## src/rtl/jtopl_pg_fnum_enc_pkg.sv

```systemverilog
// Shared types and widths for the phase-increment to block/fnum encoder.
package jtopl_pg_fnum_enc_pkg;

    localparam int unsigned PHINC_W = 17;
    localparam int unsigned FNUM_W  = 10;
    localparam int unsigned BLK_W   = 3;
    localparam int unsigned R_W     = FNUM_W + 1;

    localparam logic [R_W-1:0]    FNUM_OVF  = {1'b1, {FNUM_W{1'b0}}};
    localparam logic [FNUM_W-1:0] FNUM_HALF = {1'b1, {(FNUM_W-1){1'b0}}};
    localparam logic [FNUM_W-1:0] FNUM_MAX  = {FNUM_W{1'b1}};
    localparam logic [BLK_W-1:0]  BLK_MAX   = {BLK_W{1'b1}};

    typedef enum logic [1:0] {
        ST_IDLE,
        ST_SHIFT,
        ST_DONE
    } state_t;

endpackage

```

## src/rtl/jtopl_pg_fnum_enc_if.sv

```systemverilog
// Request/result handshake bundle between a host and the encoder.
interface jtopl_pg_fnum_enc_if;
    import jtopl_pg_fnum_enc_pkg::*;

    logic [PHINC_W-1:0] phinc;
    logic               in_valid;
    logic               in_ready;
    logic [BLK_W-1:0]   block;
    logic [FNUM_W-1:0]  fnum;
    logic               inexact;
    logic               sat;
    logic               out_valid;
    logic               out_ready;

    modport master (
        output phinc, in_valid, out_ready,
        input  in_ready, block, fnum, inexact, sat, out_valid
    );

    modport slave (
        input  phinc, in_valid, out_ready,
        output in_ready, block, fnum, inexact, sat, out_valid
    );

endinterface

```

## src/rtl/jtopl_pg_fnum_rnd.sv

```systemverilog
// Finish-cycle rounding: applies the guard bit, bumps the block on fnum overflow,
// and clamps at the top block.
module jtopl_pg_fnum_rnd
    import jtopl_pg_fnum_enc_pkg::*;
#(
    parameter int unsigned ROUND = 0
) (
    input  logic [FNUM_W-1:0] val,
    input  logic [BLK_W-1:0]  blk,
    input  logic              guard,
    output logic [BLK_W-1:0]  block,
    output logic [FNUM_W-1:0] fnum,
    output logic              sat
);

    logic [R_W-1:0] r;

    // Round half-up (optional) and renormalise a carry out of the fnum field
    always_comb begin
        r     = {1'b0, val} + R_W'(guard & 1'(ROUND));
        block = blk;
        fnum  = r[FNUM_W-1:0];
        sat   = 1'b0;
        if (r == FNUM_OVF) begin
            if (blk != BLK_MAX) begin
                block = blk + BLK_W'(1);
                fnum  = FNUM_HALF;
            end else begin
                fnum  = FNUM_MAX;
                sat   = 1'b1;
            end
        end
    end

endmodule

```

## src/rtl/jtopl_pg_fnum_enc.sv

```systemverilog
// Multi-cycle normaliser turning a pure phase increment into OPL block/fnum.
module jtopl_pg_fnum_enc
    import jtopl_pg_fnum_enc_pkg::*;
#(
    parameter int unsigned ROUND = 0
) (
    input  logic                 clk,
    input  logic                 rst_n,
    input  logic                 cen,
    jtopl_pg_fnum_enc_if.slave   bus
);

    state_t             state, state_nx;
    logic [PHINC_W-1:0] val, val_nx;
    logic [BLK_W-1:0]   blk, blk_nx;
    logic               guard, guard_nx;
    logic               sticky, sticky_nx;

    logic [BLK_W-1:0]   block_q, block_nx;
    logic [FNUM_W-1:0]  fnum_q, fnum_nx;
    logic               inexact_q, inexact_nx;
    logic               sat_q, sat_nx;
    logic               out_valid_q, out_valid_nx;
    logic               in_ready_q;

    logic [BLK_W-1:0]   rnd_block;
    logic [FNUM_W-1:0]  rnd_fnum;
    logic               rnd_sat;

    jtopl_pg_fnum_rnd #(.ROUND(ROUND)) u_rnd (
        .val   (val[FNUM_W-1:0]),
        .blk   (blk),
        .guard (guard),
        .block (rnd_block),
        .fnum  (rnd_fnum),
        .sat   (rnd_sat)
    );

    // State register
    always_ff @(posedge clk or negedge rst_n) begin
        if (!rst_n) begin
            state <= ST_IDLE;
        end else if (cen) begin
            state <= state_nx;
        end
    end

    // Next-state, shifter and result capture
    always_comb begin
        state_nx     = state;
        val_nx       = val;
        blk_nx       = blk;
        guard_nx     = guard;
        sticky_nx    = sticky;
        block_nx     = block_q;
        fnum_nx      = fnum_q;
        inexact_nx   = inexact_q;
        sat_nx       = sat_q;
        out_valid_nx = out_valid_q;
        case (state)
            ST_IDLE: begin
                if (bus.in_valid) begin
                    val_nx    = bus.phinc;
                    blk_nx    = '0;
                    guard_nx  = 1'b0;
                    sticky_nx = 1'b0;
                    state_nx  = ST_SHIFT;
                end
            end
            ST_SHIFT: begin
                if (val[PHINC_W-1:FNUM_W] != '0) begin
                    val_nx    = val >> 1;
                    blk_nx    = blk + BLK_W'(1);
                    guard_nx  = val[0];
                    sticky_nx = sticky | guard;
                end else begin
                    block_nx     = rnd_block;
                    fnum_nx      = rnd_fnum;
                    sat_nx       = rnd_sat;
                    inexact_nx   = guard | sticky;
                    out_valid_nx = 1'b1;
                    state_nx     = ST_DONE;
                end
            end
            ST_DONE: begin
                if (bus.out_ready) begin
                    out_valid_nx = 1'b0;
                    state_nx     = ST_IDLE;
                end
            end
            default: state_nx = ST_IDLE;
        endcase
    end

    // Datapath and output registers
    always_ff @(posedge clk or negedge rst_n) begin
        if (!rst_n) begin
            val         <= '0;
            blk         <= '0;
            guard       <= 1'b0;
            sticky      <= 1'b0;
            block_q     <= '0;
            fnum_q      <= '0;
            inexact_q   <= 1'b0;
            sat_q       <= 1'b0;
            out_valid_q <= 1'b0;
            in_ready_q  <= 1'b1;
        end else if (cen) begin
            val         <= val_nx;
            blk         <= blk_nx;
            guard       <= guard_nx;
            sticky      <= sticky_nx;
            block_q     <= block_nx;
            fnum_q      <= fnum_nx;
            inexact_q   <= inexact_nx;
            sat_q       <= sat_nx;
            out_valid_q <= out_valid_nx;
            in_ready_q  <= (state_nx == ST_IDLE);
        end
    end

    assign bus.in_ready  = in_ready_q;
    assign bus.block     = block_q;
    assign bus.fnum      = fnum_q;
    assign bus.inexact   = inexact_q;
    assign bus.sat       = sat_q;
    assign bus.out_valid = out_valid_q;

endmodule

```

## src/flat_wrapper.sv

```systemverilog
// flat-port wrapper written by rule: the top's interface ports become plain ports
module jtopl_pg_fnum_enc_flat import jtopl_pg_fnum_enc_pkg::*;
#(
    parameter int unsigned ROUND = 0
)
  (clk, rst_n, cen, bus_phinc, bus_in_valid, bus_out_ready, bus_in_ready, bus_block, bus_fnum, bus_inexact, bus_sat, bus_out_valid);
  jtopl_pg_fnum_enc_if bus_i ();
  input  logic clk;
  input  logic rst_n;
  input  logic cen;
  input wire logic [$bits(bus_i.phinc)-1:0] bus_phinc;
  input wire logic [$bits(bus_i.in_valid)-1:0] bus_in_valid;
  input wire logic [$bits(bus_i.out_ready)-1:0] bus_out_ready;
  output wire logic [$bits(bus_i.in_ready)-1:0] bus_in_ready;
  output wire logic [$bits(bus_i.block)-1:0] bus_block;
  output wire logic [$bits(bus_i.fnum)-1:0] bus_fnum;
  output wire logic [$bits(bus_i.inexact)-1:0] bus_inexact;
  output wire logic [$bits(bus_i.sat)-1:0] bus_sat;
  output wire logic [$bits(bus_i.out_valid)-1:0] bus_out_valid;
  assign bus_i.phinc = bus_phinc;
  assign bus_i.in_valid = bus_in_valid;
  assign bus_i.out_ready = bus_out_ready;
  assign bus_in_ready = bus_i.in_ready;
  assign bus_block = bus_i.block;
  assign bus_fnum = bus_i.fnum;
  assign bus_inexact = bus_i.inexact;
  assign bus_sat = bus_i.sat;
  assign bus_out_valid = bus_i.out_valid;
  jtopl_pg_fnum_enc #(.ROUND(ROUND)) u_core (.clk(clk), .rst_n(rst_n), .cen(cen), .bus(bus_i));
endmodule
```

## config.mk

```make
export PLATFORM = sky130hd
export DESIGN_NAME = jtopl_pg_fnum_enc_flat
export DESIGN_NICKNAME = d
export VERILOG_FILES = /design/src/rtl/jtopl_pg_fnum_enc_pkg.sv /design/src/rtl/jtopl_pg_fnum_enc_if.sv /design/src/rtl/jtopl_pg_fnum_rnd.sv /design/src/rtl/jtopl_pg_fnum_enc.sv /design/src/flat_wrapper.sv
export SDC_FILE = /design/constraint.sdc
export NUM_CORES = 1
export LEC_CHECK = 0
export ABC_CLOCK_PERIOD_IN_PS = 2100
export CAP_MARGIN = 20
export CORE_MARGIN = 1
export CORE_UTILIZATION = 45
export DETAILED_ROUTE_END_ITERATION = 10
export PLACE_DENSITY = 0.73
export SLEW_MARGIN = 15
export SYNTH_ARGS = -nofsm -noshare
export SYNTH_HDL_FRONTEND = slang
export SYNTH_SLANG_ARGS = --single-unit
```

## constraint.sdc

```tcl
create_clock -name clk -period 2.1 [get_ports clk]
set_input_delay 0.42 -clock clk [delete_from_list [all_inputs] [get_ports clk]]
set_output_delay 0.42 -clock clk [all_outputs]
set_load 0.1 [all_outputs]
```

==> impl_summary.log <==
[metrics] outcome: complete, no violations
[metrics] Post-Place Setup Slack: 0.0450 ns
[metrics] count of boundary I/O pins: 39
[metrics] largest vdd supply drop: 0.590 mV
[metrics] level count of the clock H-tree: 2
[metrics] stage delay of the slowest cell on the critical path: 0.53 ns
[metrics] cell family contributing the most delay on the critical path: buffers and inverters
[metrics] share of the clock period used by the worst path: 84.5%
[metrics] wire length of the first global-routing pass: 5.49 mm
[metrics] Resize count post-CTS: 0
[metrics] number of setup buffers added after CTS: 0
[metrics] vias per cell: 5.09
[metrics] final number of setup-violating endpoints: 0
[metrics] global-route usage over all layers: 17.1%
[metrics] CP Buf/Inv Count: 3
[metrics] net count reported at finish: 214
[metrics] area growth from synthesis to layout: 25.9%
[metrics] total length of routed wires: 3.20 mm
[metrics] pin count of the biggest net entering global routing: 41
[metrics] number of sinks on the clock net: 40
[metrics] global-route congestion overflow total: 0
[metrics] routability cong.: 0.829
[metrics] leading register cell type out of synthesis: dfrtp_1
[metrics] RSZ-0062 raised after global routing: false
[metrics] TritonCTS clock tree: done
[metrics] clock tree root driver cell: clkbuf_8
[metrics] Post-Syn Area per Cell: 12.2 µm²
[metrics] Hold/Removal Path Class: in -> async
[metrics] commonest non-fill, non-tap cell in the layout: dfrtp_1
[metrics] post-synthesis cell type with the largest combined area: dfrtp_1
[metrics] number of buffers added by the clock tree synthesis step: 5
[metrics] number of register bits inferred by synthesis: 40
[metrics] number of inserted diodes: 0
[metrics] residual antenna-violating net count after detailed routing: 0
[metrics] setup TNS after final layout: 0 ns
[metrics] initial cell density of the core: 48.4%
[metrics] cell count after synthesis: 151
[metrics] cell area after synthesis: 1840 µm²
[metrics] Final Instance Area: 2310 µm²
[metrics] die outline width: 65.9 µm
[metrics] max-cap violations: 0
[metrics] maximum fanout along the worst path: 26
[metrics] share of post-route cells with drive strength above 1: 26.6%
[metrics] initial antenna violation count: 0
[metrics] number of iterations in the first detailed-routing pass: 4
[metrics] cell types occupying the most area after synthesis: dfrtp_1 53%, mux2i_1 8.7%, mux2_2 5.5%, a21oi_1 4.6%, nor2_1 3.9%
[metrics] post-layout min period: 1.78 ns
[metrics] row count: 22
[metrics] proportion of register bits with asynchronous set or reset after synthesis: 100%
[metrics] top library cells by usage in the layout, fill and taps aside: 39 x dfrtp_1, 20 x clkdlybuf4s50_1, 20 x buf_4, 19 x nor2_1, 17 x a21oi_1
[metrics] Clk pin slew, worst setup/hold paths: 0.08 ns
[metrics] number of synthesized flops with an enable pin: 0
[metrics] Routed WL per cell: 13.3 µm
[metrics] total half-perimeter wirelength after legalization and detailed placement: 2.20 mm
[metrics] Highest Clock Rate: 563 MHz
[metrics] clock tree skew after final layout: 0.00734 ns
[metrics] buffer depth of the longest clock path: 2
[metrics] clock network latency to the later pin of the worst-skew pair: 0.29 ns
[metrics] number of max-slew violations in the final report: 0
[metrics] data arrival time of the critical path: 1.98 ns
[metrics] hold buffer count at cts: 0
[metrics] Lkg Pwr: 1.09 nW
[metrics] warnings from Yosys: 0
[metrics] number of hold-slack violations in the final timing report: 0
[metrics] post-synthesis net count: 174
[metrics] total die area: 4340 µm²
[metrics] IO buf count: 37
[metrics] placed instance area: 2200 µm²
[metrics] register area share after synthesis: 54.5%
[metrics] final worst slack: 0.324 ns
[metrics] via count of the first global-routing pass: 1,248
[metrics] core region area: 3800 µm²
[metrics] die boundary height: 65.9 µm
[metrics] Worst Setup Start Kind: input port
[metrics] Final Util: 60.9%
[metrics] vias after detailed routing: 1,222
[metrics] required time of the critical path: 2.31 ns
[metrics] Synth cell types: 29
[metrics] CP Class: in -> reg
[metrics] element type at the critical path end: flop
[metrics] Post-route DRC: 0
[metrics] PD cells: 1060 nW/µm²
[metrics] share of the synthesized area in the top cell type: 53.1%
[metrics] Critical Path Slowest Stage Cell: clkdlybuf4s50_1
[metrics] DRC marker count from the first detailed-route iteration: 65
[metrics] cells along the critical path: clkdlybuf4s50_1 > inv_1 > a2111oi_4 > buf_4 > nor2_1 > a21oi_1
-- state kept, by name (all words and copies together) (netlist names) --
| signal | flops |
|---|---|
| u_core.bus.in_ready | 1 |
| u_core.bus.inexact | 1 |
| u_core.blk | 3 |
| u_core.bus.fnum | 10 |
| u_core.guard | 1 |
| u_core.val | 17 |
| u_core.bus.out_valid | 1 |
| u_core.sticky | 1 |
| u_core.bus.block | 3 |
| u_core.state | 2 |
-- power by group --
part	switching (W)	leakage, nW	internal, W
Sequential	0.000157	0.494	0.000947
Combinational	0.000469	0.545	0.000284
Clock	0.000254	0.0541	0.000351
-- logic make-up (layout without fill, tap and decap cells) --
| logic type | Yosys count | count (layout) | share of synthesized area, % |
|---|---|---|---|
| adder cells (fa/ha/maj) | 1 | 1 | 0.681 |
| flip-flops | 40 | 40 | 54.5 |
| multiplexers | 29 | 29 | 17.5 |
| buffers and inverters | 13 | 54 | 4.83 |
| other | 1 | 1 | 0.204 |
| AO/OA/AOI/OAI | 33 | 33 | 11.4 |
| AND/OR/NAND/NOR | 34 | 34 | 10.8 |
-- routing by layer --
metal | wire length [µm] | track usage (%) | vias to the layer above
met1 | 1450 | 20.2 | 593
met5 | 0 | 0 | -
met3 | 89 | 4.14 | 4
li1 | - | - | 602
met2 | 1630 | 29.7 | 23
met4 | 29 | 6.52 | 0
-- final timing paths --
check / startpoint / end / slack, ns / cells past startpoint
max: cen / u_core.val[3] / 0.32 / 6
min: rst_n / u_core.bus.fnum[9] / 0.18 / 2
max reg2reg: u_core.state[0] / u_core.val[3] / 0.35 / 5
min reg2reg: u_core.bus.block[2] / u_core.bus.block[2] / 0.49 / 2
max in group asynchronous: rst_n / u_core.bus.in_ready / 1.56 / 2
min in group clk: u_core.bus.block[2] / u_core.bus.block[2] / 0.49 / 2
-- per-stage QoR --
| stage | hold WS, ns | power, W | instances |
|---|---|---|---|
| 2_1_floorplan | 0.124 | 0.00167 | 151 |
| 3_3_place_gp | 0.469 | 0.00185 | 232 |
| 3_5_place_dp | 0.482 | 0.00188 | 232 |
| 4_1_cts | 0.195 | 0.00250 | 240 |
| 5_1_grt | 0.221 | 0.00261 | 240 |
| 6_report | 0.182 | 0.00246 | 240 |
-- area by class of cell --
cell class | count | area [µm²]
clock inverter | 3 | 42.5
tap | 48 | 60.1
inverter | 4 | 15.0
fill | 307 | 1490
clock buffer | 5 | 68.8
timing repair buffer | 42 | 375
multi-input combinational | 98 | 749
sequential | 40 | 1000
-- cells in the mapped netlist, drive strengths merged (2+ instances only) --
cell type / number
a21o: 2
a21oi: 18
buf: 9
dfrtp: 39
inv: 4
mux2: 13
mux2i: 16
nand2: 4
nand3: 4
nor2: 19
nor2b: 3
o21ai: 8
(Power assumes the default switching activity.)
